## src/rtl/cpu_pkg.sv

```systemverilog
// Shared definitions for the five-stage ARM pipeline control logic.
package cpu_pkg;

  localparam int REG_W = 4;

  typedef enum logic {
    MEM_IDLE = 1'b0,
    MEM_BUSY = 1'b1
  } mem_state_t;

endpackage

```

## src/rtl/hazard_detect.sv

```systemverilog
// Read-after-write hazard detection for the instruction in ID against
// the destinations in flight in EXE and MEM.
module hazard_detect
  import cpu_pkg::*;
#(
  parameter bit FORWARD_EN = 1'b0
) (
  input  logic [REG_W-1:0] src1,
  input  logic [REG_W-1:0] src2,
  input  logic             src1_valid,
  input  logic             two_src,
  input  logic [REG_W-1:0] exe_dest,
  input  logic             exe_wb_en,
  input  logic             exe_mem_r_en,
  input  logic [REG_W-1:0] mem_dest,
  input  logic             mem_wb_en,
  output logic             raw_hazard
);

  logic [REG_W-1:0] srcs [2];
  logic [1:0]       used;
  logic [1:0]       match;

  assign srcs[0] = src1;
  assign srcs[1] = src2;
  assign used    = {two_src, src1_valid};

  // With forwarding only a load still in EXE cannot be bypassed in time.
  for (genvar gi = 0; gi < 2; gi++) begin : g_src
    logic fwd_match;
    logic nofwd_match;
    assign fwd_match   = exe_mem_r_en & exe_wb_en & (exe_dest == srcs[gi]);
    assign nofwd_match = (exe_wb_en & (exe_dest == srcs[gi])) |
                         (mem_wb_en & (mem_dest == srcs[gi]));
    assign match[gi]   = used[gi] & (FORWARD_EN ? fwd_match : nofwd_match);
  end

  assign raw_hazard = |match;

endmodule

```

## src/rtl/pipeline_controller.sv

```systemverilog
// Hazard, flush and freeze control for the pipeline registers, with an
// SRAM wait FSM, a watchdog and saturating stall/flush counters.
module pipeline_controller
  import cpu_pkg::*;
#(
  parameter bit FORWARD_EN  = 1'b0,
  parameter int MEM_TIMEOUT = 63,
  parameter int CNT_W       = 16
) (
  input  logic             clk,
  input  logic             rst,
  input  logic [REG_W-1:0] src1,
  input  logic [REG_W-1:0] src2,
  input  logic             src1_valid,
  input  logic             two_src,
  input  logic [REG_W-1:0] exe_dest,
  input  logic             exe_wb_en,
  input  logic             exe_mem_r_en,
  input  logic             exe_b,
  input  logic [REG_W-1:0] mem_dest,
  input  logic             mem_wb_en,
  input  logic             mem_access,
  input  logic             mem_ready,
  output logic             hazard_freeze,
  output logic             if_flush,
  output logic             id_flush,
  output logic             pipe_freeze,
  output logic             mem_start,
  output logic             mem_timeout,
  output logic [CNT_W-1:0] stall_cnt,
  output logic [CNT_W-1:0] flush_cnt
);

  localparam int WAIT_W = (MEM_TIMEOUT < 2) ? 1 : $clog2(MEM_TIMEOUT + 1);
  localparam logic [WAIT_W-1:0] WAIT_MAX = WAIT_W'(MEM_TIMEOUT);

  mem_state_t       state_reg, state_next;
  logic [WAIT_W-1:0] wait_cnt_reg, wait_cnt_next;
  logic             mem_timeout_reg, mem_timeout_next;
  logic [CNT_W-1:0] stall_cnt_reg, stall_cnt_next;
  logic [CNT_W-1:0] flush_cnt_reg, flush_cnt_next;
  logic             raw_hazard;
  logic             timeout_hit;

  hazard_detect #(
    .FORWARD_EN(FORWARD_EN)
  ) u_hazard_detect (
    .src1        (src1),
    .src2        (src2),
    .src1_valid  (src1_valid),
    .two_src     (two_src),
    .exe_dest    (exe_dest),
    .exe_wb_en   (exe_wb_en),
    .exe_mem_r_en(exe_mem_r_en),
    .mem_dest    (mem_dest),
    .mem_wb_en   (mem_wb_en),
    .raw_hazard  (raw_hazard)
  );

  assign timeout_hit = (state_reg == MEM_BUSY) && (wait_cnt_reg == WAIT_MAX);

  always_ff @(posedge clk) begin
    if (rst) begin
      state_reg       <= MEM_IDLE;
      wait_cnt_reg    <= '0;
      mem_timeout_reg <= 1'b0;
      stall_cnt_reg   <= '0;
      flush_cnt_reg   <= '0;
    end else begin
      state_reg       <= state_next;
      wait_cnt_reg    <= wait_cnt_next;
      mem_timeout_reg <= mem_timeout_next;
      stall_cnt_reg   <= stall_cnt_next;
      flush_cnt_reg   <= flush_cnt_next;
    end
  end

  // A completed access takes precedence over a coincident watchdog expiry.
  always_comb begin
    state_next       = state_reg;
    wait_cnt_next    = wait_cnt_reg;
    mem_timeout_next = mem_timeout_reg;
    case (state_reg)
      MEM_IDLE: begin
        if (mem_access && !mem_ready) begin
          state_next    = MEM_BUSY;
          wait_cnt_next = '0;
        end
      end
      MEM_BUSY: begin
        if (mem_ready) begin
          state_next = MEM_IDLE;
        end else if (timeout_hit) begin
          state_next       = MEM_IDLE;
          mem_timeout_next = 1'b1;
        end else begin
          wait_cnt_next = wait_cnt_reg + WAIT_W'(1);
        end
      end
      default: state_next = MEM_IDLE;
    endcase
  end

  always_comb begin
    hazard_freeze = 1'b0;
    if_flush      = 1'b0;
    id_flush      = 1'b0;
    mem_start     = mem_access && (state_reg == MEM_IDLE);
    pipe_freeze   = mem_access && !mem_ready && !timeout_hit;
    // A frozen ID/EX keeps exe_b alive, so the flush simply waits.
    if (pipe_freeze) begin
      hazard_freeze = 1'b0;
    end else if (exe_b) begin
      if_flush = 1'b1;
      id_flush = 1'b1;
    end else if (raw_hazard) begin
      hazard_freeze = 1'b1;
      id_flush      = 1'b1;
    end
  end

  always_comb begin
    stall_cnt_next = stall_cnt_reg;
    flush_cnt_next = flush_cnt_reg;
    if ((hazard_freeze || pipe_freeze) && (stall_cnt_reg != '1))
      stall_cnt_next = stall_cnt_reg + CNT_W'(1);
    if (if_flush && (flush_cnt_reg != '1))
      flush_cnt_next = flush_cnt_reg + CNT_W'(1);
  end

  assign mem_timeout = mem_timeout_reg;
  assign stall_cnt   = stall_cnt_reg;
  assign flush_cnt   = flush_cnt_reg;

endmodule

```

## config.mk

```make
export PLATFORM = sky130hd
export DESIGN_NAME = pipeline_controller
export DESIGN_NICKNAME = d
export VERILOG_FILES = /design/src/rtl/cpu_pkg.sv /design/src/rtl/hazard_detect.sv /design/src/rtl/pipeline_controller.sv
export SDC_FILE = /design/constraint.sdc
export NUM_CORES = 1
export LEC_CHECK = 0
export ABC_AREA = 1
export CAP_MARGIN = 0
export CORE_ASPECT_RATIO = 0.75
export CORE_MARGIN = 2
export CORE_UTILIZATION = 40
export CTS_CLUSTER_DIAMETER = 80
export CTS_CLUSTER_SIZE = 10
export DETAILED_ROUTE_END_ITERATION = 6
export GPL_ROUTABILITY_DRIVEN = 1
export GPL_TIMING_DRIVEN = 0
export PLACE_DENSITY = 0.64
export SLEW_MARGIN = 20
export SYNTH_ARGS = -nofsm -noshare
export SYNTH_HDL_FRONTEND = slang
export SYNTH_SLANG_ARGS = --single-unit
```

## constraint.sdc

```tcl
create_clock -name clk -period 3.2 [get_ports clk]
set_input_delay 0.64 -clock clk [delete_from_list [all_inputs] [get_ports clk]]
set_output_delay 0.64 -clock clk [all_outputs]
set_load 0.02 [all_outputs]
```

==> impl_metrics.json, run 1 <==
{
  "worst_slew_pin_slew_ns": 0.588,
  "ys_top_cells_by_area": "dfxtp_1 (32%), nand2_1 (16%), nor2_1 (8.8%)",
  "fin_setup_tns_ns": 0,
  "htreeDepth": 2,
  "fmax_mhz": 356,
  "clock_skew_ns": 0.0120,
  "grt_pass1_vias": 2259,
  "p_seq_share_pct": 45.1,
  "cpMaxStageDelayCell": "clkdlybuf4s50_1",
  "min_period_ns": 2.81,
  "required_ns": 2.56,
  "drt_pass1_iterations": 4,
  "whs_ns": 0.470,
  "finalCritPeriodShare_pct": 87.8,
  "ys.flop_type": "dfxtp_1",
  "grt_pass1_wl_mm": 10.5,
  "min-delay-start": "wait_cnt_reg[5]",
  "ir_drop_uv": 228,
  "cp_data_arrival_time_ns": 2.17,
  "wl_mm": 6.36,
  "viasPerCell": 4.87,
  "area_growth_syn_to_layout_pct": 33.5,
  "row_count": 24,
  "cts_made_buffers": 5,
  "drive_above_1_share_pct": 6.60,
  "cts_sinks": 40,
  "critical_path_class": "reg2out",
  "dp_hpwl_mm": 4.85,
  "fin_cells": 548,
  "finalHoldViolCount": 0,
  "async_flop_share_pct": 0,
  "cts-root-buf": "clkbuf_8",
  "startpoint_type": "flip-flop",
  "tritoncts": "done",
  "core_area_um2": 5950,
  "outcome": "complete, no violations",
  "syn_avg_cell_area_um2": 6.26,
  "portBuffers": 61,
  "clockBufferDepth": 2,
  "place_congestion": 0.884,
  "die_h_um": 72.6,
  "yosysSeqAreaShare_pct": 31.9,
  "overflow": 0,
  "synth_cell_types": 33,
  "start_util_pct": 42.2,
  "sw_frac_of_total_pct": 25.0,
  "cap_violations": 0,
  "power_frac_comb_pct": 14.2,
  "boundaryPins": 64,
  "synth_edf_count": 0,
  "post-cts-setup-buffers": 0,
  "yosysWarnings": 0,
  "critPathMaxStageDelay_ns": 0.59,
  "die_w_um": 95.4,
  "synthDominantCellAreaShare_pct": 31.9,
  "grt_max_degree": 13,
  "cp_cell_sequence": "ha_1, nand3_1, nor3_2, nand2_1, nand3_2, nand2_4, inv_1, clkdlybuf4s50_1",
  "slew_headroom_pct": 60.7,
  "final-setup-viol-count": 0,
  "syn_area_um2": 2510,
  "crit_start": "wait_cnt_reg[0]",
  "p_int_w": 0.000851,
  "routedWlPerCell_um": 11.6,
  "drc_errors": 0,
  "num_vias": 2667,
  "syn_inst": 401,
  "diodes": 0,
  "antenna_left": 0,
  "placedCellCount": 540,
  "clkPwrFrac_pct": 40.7,
  "hp-class": "reg2reg",
  "path_clk_slew_ns": 0.08,
  "globalRouteTotalUtil_pct": 19.0,
  "leakagePower_nw": 1.50,
  "power_switching_w": 0.000283,
  "dieArea_um2": 6930,
  "drtIter0Drc": 110,
  "rsz0062_at_grt": "false",
  "synth_seq_cells": 40,
  "final-max-slew-violation-count": 0,
  "end_kind": "output pin",
  "reg2reg_from": "flush_cnt[0]",
  "fin_nets": 498,
  "antenna_found_initial": 0,
  "yosysTopAreaCell": "dfxtp_1",
  "p_per_area_nw_per_um2": 339,
  "clkLatencyLatePin_ns": 0.29,
  "cp_max_fo": 5,
  "syn_nets": 430
}
## metal layers
metal | up-vias | routed length (um) | GRT usage [%] | part of all wire (%)
met5 | - | 0 | 0 | 0
li1 | 1404 | - | - | -
met3 | 4 | 368 | 4.03 | 5.8
met1 | 1197 | 3240 | 28.1 | 51
met4 | 0 | 40 | 4.44 | 0.63
met2 | 62 | 2710 | 28.4 | 43
## cells by family after synthesis
group	share of synthesized area [%]
simple gates	42.1
fa+ha+maj	1.50
buf+inv	10.9
compound gates	9.08
xor+xnor	4.54
flops	31.9
## path summary, 6_finish.rpt
kind | slack [ns] | depth (start not counted) | end
max | 0.39 | 8 | if_flush
min | 0.47 | 2 | wait_cnt_reg[5]
max reg2reg | 1.24 | 10 | flush_cnt[14]
min reg2reg | 0.47 | 2 | wait_cnt_reg[5]
## power by group through the flow
stage                     Combinational [W]  Clock (W)  Sequential (W)
after global routing               0.000178   0.000491        0.000513
after detailed placement           0.000162          0        0.000523
after floorplan                   0.0000834          0        0.000527
final                              0.000161   0.000462        0.000512
after CTS                          0.000162   0.000473        0.000512
after global placement             0.000160          0        0.000524
## timing repair
item                       CTS  global route
gates resized for setup      0             2
setup endpoints to repair    0             2
hold buffers                 0             0
## placed cells by master (no fill, tap or decap), drive strengths merged
cell type,n
nand2,108
nor2,62
clkdlybuf4s50,59
inv,56
dfxtp,40
nand3,39
a21oi,35
nor3,14
clkbuf,11
xnor2,8
nand4,8
o21ai,7
buf,6
xor2,5
ha,3
dlymetal6s2s,2
or2,1
a31oi,1
nor3b,1
a22oi,1
nor4,1
nand3b,1
bufinv,1
## worst max-delay path: cells and delay by family, from the launching register on
kind                       cells  cell delay [ns]
adders and majority gates      1             0.21
and+or+nand+nor                5             0.61
DFF                            1             0.40
buffers and inverters          2             0.65
## cell usage after synthesis, types with 2 or more instances
master	count
clkbuf_1	4
o21ai_0	7
nand2_1	106
buf_2	3
inv_1	52
nor3_4	2
xor2_1	5
nor3_1	11
ha_1	3
inv_2	3
xnor2_1	8
a21oi_1	34
dfxtp_1	40
buf_6	2
nor2_2	2
nand3_2	2
nand3_1	37
nor2_1	59
nand4_1	7
## area by class of cell
type / count / area (um2)
inverter: 56 / 213
clock inverter: 1 / 30.0
multi-input combinational: 295 / 1440
timing repair buffer: 61 / 616
sequential: 40 / 801
clock buffer: 7 / 96.3
tap: 78 / 97.6
fill: 594 / 2600
buffer: 10 / 60.1
## stage by stage
step                util [%]  power (W)  worst slack, ns  cell area (um2)
global placement        54.1   0.000683           0.0889             3220
global route            56.3    0.00118            0.199             3350
floorplan                  -   0.000611             1.14             2510
finish                  56.3    0.00113            0.392             3350
detailed placement      54.1   0.000685           0.0769             3220
CTS                     56.2    0.00115           0.0742             3340
(Power assumes the default switching activity.)
==> run 2: changes to the inputs <==
==> constraint.sdc (replaced) <==
create_clock -name clk -period 3.2 [get_ports clk]
set_input_delay 0.96 -clock clk [delete_from_list [all_inputs] [get_ports clk]]
set_output_delay 0.96 -clock clk [all_outputs]
set_load 0.02 [all_outputs]
==> run 2 against run 1 <==
Maximum frequency decreased by 9.6%. Die area unchanged. Worst hold slack worse by 0.0019 ns. Wire length about the same. Non-clock buffer count did not move. Clock-buffer cell count is the same. Highest routed layer unchanged. Cell count is the same. First-iteration DRC count up 12%. Utilization grew 0.13 points.
==> impl_metrics.json, run 2 (synthesized netlist as in run 1, its figures left out) <==
{
  "outcome": "complete, no violations",
  "final-max-slew-violation-count": 0,
  "cap_violations": 0,
  "cp_data_arrival_time_ns": 2.15,
  "post-cts-setup-buffers": 0,
  "slew_headroom_pct": 61.4,
  "end_kind": "output pin",
  "clkLatencyLatePin_ns": 0.29,
  "placed_area_um2": 3220,
  "diodes": 0,
  "power_frac_comb_pct": 13.7,
  "leakagePower_nw": 1.57,
  "cts_made_buffers": 5,
  "finalCritPeriodShare_pct": 97.1,
  "p_per_area_nw_per_um2": 336,
  "core_area_um2": 5950,
  "startpoint_type": "primary input",
  "min_period_ns": 3.11,
  "power_switching_w": 0.000284,
  "portBuffers": 61,
  "whs_ns": 0.468,
  "cts-root-buf": "clkbuf_8",
  "drt_pass1_iterations": 4,
  "wl_mm": 6.36,
  "row_count": 24,
  "p_seq_share_pct": 45.4,
  "routedWlPerCell_um": 11.6,
  "path_clk_slew_ns": 0.07,
  "clkPwrFrac_pct": 40.9,
  "grt_pass1_wl_mm": 10.5,
  "clock_skew_ns": 0.0130,
  "required_ns": 2.24,
  "antenna_found_initial": 0,
  "fmax_mhz": 322,
  "overflow": 0,
  "globalRouteTotalUtil_pct": 19.0,
  "cp_max_fo": 5,
  "num_vias": 2670,
  "antenna_left": 0,
  "worst_slew_pin_slew_ns": 0.578,
  "fin_nets": 498,
  "area_growth_syn_to_layout_pct": 33.8,
  "start_util_pct": 42.2,
  "sw_frac_of_total_pct": 25.2,
  "place_congestion": 0.884,
  "drive_above_1_share_pct": 8.30,
  "mostFrequentLayoutCell": "nand2_1",
  "tritoncts": "done",
  "mostFrequentLayoutCells": "nand2_1 (104), nor2_1 (57), inv_1 (50)",
  "drc_errors": 0,
  "rsz0062_at_grt": "false",
  "dp_hpwl_mm": 4.85,
  "min-delay-start": "wait_cnt_reg[5]",
  "die_w_um": 95.4,
  "dieArea_um2": 6930,
  "reg2reg_from": "flush_cnt[0]",
  "viasPerCell": 4.87,
  "clockBufferDepth": 2,
  "finalHoldViolCount": 0,
  "p_int_w": 0.000844,
  "crit_start": "mem_access",
  "boundaryPins": 64,
  "cts_sinks": 40,
  "rrSetupSlack_ns": 1.24,
  "stdcell_area_um2": 3360,
  "final-setup-viol-count": 0,
  "ir_drop_uv": 227,
  "die_h_um": 72.6,
  "grt_max_degree": 13,
  "grt_pass1_vias": 2267,
  "cts.hold.buffers_added": 0,
  "hp-class": "reg2reg",
  "drtIter0Drc": 123,
  "htreeDepth": 2,
  "critical_path_class": "in2out",
  "fillCellCount": 602
}
run 2: final timing paths:
| kind | cells after the start | endpoint |
|---|---|---|
| worst max-delay path | 5 | if_flush |
| worst min-delay path | 2 | wait_cnt_reg[5] |
| worst max register to register | 10 | flush_cnt[14] |
| worst min register to register | 2 | wait_cnt_reg[5] |
run 2: per-stage QoR:
step / setup WS [ns] / std cells / power, W / utilization, % / TNS (ns)
6_report: 0.0939 / 548 / 0.00113 / 56.4 / 0
5_1_grt: 0.0297 / 548 / 0.00118 / 56.4 / 0
4_1_cts: -0.0299 / 548 / 0.00114 / 55.9 / -0.0299
3_5_place_dp: -0.563 / 540 / 0.000685 / 54.1 / -1.34
3_3_place_gp: -0.551 / 540 / 0.000683 / 54.1 / -1.33
2_1_floorplan: 0.504 / 401 / 0.000611 / - / 0
run 2: critical path, stage by stage:
cell and delay (ns):
clkdlybuf4s50_1 0.51, nand3_2 0.18, nand2_4 0.14, inv_1 0.04, dlygate4sd2_1 0.31
run 2: layout make-up:
type | count | area (um2) | area share (%)
clock buffers | 7 | 96.3 | 2.87
inverters | 56 | 213 | 6.34
clock inverters | 1 | 30.0 | 0.895
plain buffers | 10 | 60.1 | 1.79
multi-input cells | 295 | 1450 | 43.1
flip-flops and latches | 40 | 801 | 23.9
repair buffers | 61 | 613 | 18.3
well taps | 78 | 97.6 | 2.91
run 2: power groups by stage:
stage	combinational [W]	clock, W	sequential (W)
floorplan	0.0000834	0	0.000527
global route	0.000172	0.000491	0.000513
CTS	0.000156	0.000473	0.000512
detailed placement	0.000162	0	0.000523
global placement	0.000160	0	0.000524
finish	0.000155	0.000462	0.000512
run 2: per-layer routing:
layer / vias up / wire length (um) / part of all wire, % / track usage (%)
met5: - / 0 / 0 / 0
met4: 0 / 26 / 0.41 / 4.44
met3: 4 / 406 / 6.4 / 4.03
met2: 64 / 2760 / 43 / 28.4
met1: 1200 / 3170 / 50 / 28.1
li1: 1402 / - / - / -
run 2: repair_timing:
item | in CTS | in global routing
pin swaps | 0 | 5
endpoints found under the setup margin | 4 | 3
resized for setup | 26 | 12
==> run 3: changes to the inputs <==
Settings changed: CAP_MARGIN 0 to 20, PLACE_DENSITY 0.64 to unset, PLACE_DENSITY_LB_ADDON set to 0.1.
==> run 3 against run 2 <==
Sequential share of layout area grew 0.27 points. Clock power down 24%. Utilization is 0.63 points lower. Non-clock buffer count is the same. Worst hold slack better by 0.0071 ns. Setup slack better by 0.016 ns. Clock-buffer cell count decreased by 1. Cell count is the same. Wire length rose by 2.2%. Register-to-register slack about the same. Sequential cell count unchanged. Largest power group unchanged.
==> impl_metrics.json, run 3 (synthesized netlist as in run 1, its figures left out) <==
{
  "core_area_um2": 5950,
  "cts_sinks": 40,
  "required_ns": 2.24,
  "use_met1_pct": 30.4,
  "diodes": 0,
  "drc_errors": 0,
  "cpMostUsedCell": "inv_1",
  "fmax_mhz": 324,
  "grt_max_degree": 13,
  "critPathMaxStageDelay_ns": 0.43,
  "overflow": 0,
  "drtIter0Drc": 120,
  "place_congestion": 0.882,
  "min_period_ns": 3.09,
  "hp-class": "reg2reg",
  "cts-root-buf": "clkbuf_8",
  "antenna_left": 0,
  "start_util_pct": 42.2,
  "post-cts-setup-buffers": 0,
  "tritoncts": "done",
  "cp_num_buf_inv": 4,
  "wl_mm": 6.50,
  "htreeDepth": 2,
  "portBuffers": 61,
  "cap_violations": 0,
  "clock_skew_ns": 0.00612,
  "die_h_um": 72.6,
  "grt_pass1_wl_mm": 10.9,
  "end_kind": "output pin",
  "antenna_found_initial": 0,
  "critical_path_class": "in2out",
  "clkLatencyLatePin_ns": 0.30,
  "cp_max_fo": 5,
  "top_usage_layer": "met1",
  "clockBufferDepth": 2,
  "cpMaxStageDelayCell": "clkdlybuf4s50_1",
  "cts.hold.buffers_added": 0,
  "use_met2_pct": 28.2,
  "routedWlPerCell_um": 11.9,
  "mostFrequentLayoutCell": "nand2_1",
  "utilization_pct": 55.8,
  "leakagePower_nw": 1.55,
  "final-setup-viol-count": 0,
  "path_clk_slew_ns": 0.07,
  "die_w_um": 95.4,
  "ir_drop_uv": 187,
  "drt_pass1_iterations": 4,
  "grt_util_met3_pct": 3.82,
  "grt_pass1_vias": 2434,
  "cp_data_arrival_time_ns": 2.13,
  "dieArea_um2": 6930,
  "fillCellCount": 594,
  "fin_cells": 548,
  "mostFrequentLayoutCells": "nand2_1 (105), nor2_1 (58), inv_1 (50)",
  "p_per_area_nw_per_um2": 308,
  "num_vias": 2671,
  "worst_path_dominant_cell_family": "buffers and inverters",
  "cp_cell_sequence": "clkdlybuf4s50_1, inv_1, nand3_2, nand2_4, inv_1, dlygate4sd2_1",
  "placedCellCount": 540,
  "worst_slew_pin_slew_ns": 0.570,
  "slew_headroom_pct": 61.9,
  "startpoint_type": "primary input",
  "outcome": "complete, no violations",
  "row_count": 24,
  "drive_above_1_share_pct": 7.87,
  "area_growth_syn_to_layout_pct": 32.3,
  "dp_hpwl_mm": 4.90,
  "finalHoldViolCount": 0,
  "globalRouteTotalUtil_pct": 19.9,
  "finalCritPeriodShare_pct": 96.6,
  "boundaryPins": 64,
  "cts_made_buffers": 5,
  "fin_nets": 498,
  "final-max-slew-violation-count": 0,
  "viasPerCell": 4.87
}
run 3: layer usage:
layer,wire length (um),up-vias,part of all wire [%]
met5,0,-,0
met4,53,0,0.82
met3,408,6,6.3
met2,2580,74,40
met1,3460,1174,53
li1,-,1417,-
run 3: path summary, 6_finish.rpt:
check / start / slack (ns) / end / depth (start not counted)
setup / recovery: mem_ready / 0.11 / if_flush / 6
hold / removal: wait_cnt_reg[5] / 0.48 / wait_cnt_reg[5] / 2
setup reg to reg: flush_cnt[0] / 1.25 / flush_cnt[14] / 10
hold reg to reg: wait_cnt_reg[5] / 0.48 / wait_cnt_reg[5] / 2
run 3: cell type report:
class                   instances  area [um2]  area share [%]
repair buffers                 61         614            18.5
inverters                      56         213            6.41
clock buffers                   6        82.6            2.49
multi-input cells             295        1440            43.4
clock inverters                 2        10.0           0.302
well taps                      78        97.6            2.94
plain buffers                  10        60.1            1.81
flip-flops and latches         40         801            24.1
run 3: power breakdown:
group,internal (W),switching [W]
sequential,0.000503,0.00000825
combinational,0.0000655,0.0000901
clock,0.000172,0.000181
total,0.000741,0.000279
run 3: worst min-delay path, delay by kind of cell, from the launching register on:
family	cells	cell delay, ns
DFF	1	0.31
AOI/OAI and AO/OA	1	0.06
and+or+nand+nor	1	0.06
run 3: repair_timing:
item                       4_1_cts  5_1_grt
resized for setup               25       12
setup endpoints to repair        4        3
cloned                           0        0
pin swaps                        1        2
run 3: per-stage QoR:
stage	worst slack (ns)	instance area [um2]	hold WS [ns]	setup TNS [ns]	total power [W]
floorplan	0.504	2510	0.444	0	0.000611
global placement	-0.559	3220	0.454	-1.36	0.000684
detailed placement	-0.567	3220	0.472	-1.35	0.000685
CTS	-0.0418	3290	0.486	-0.0418	0.00104
global route	-0.0184	3320	0.504	-0.0184	0.00107
finish	0.110	3320	0.475	0	0.00102
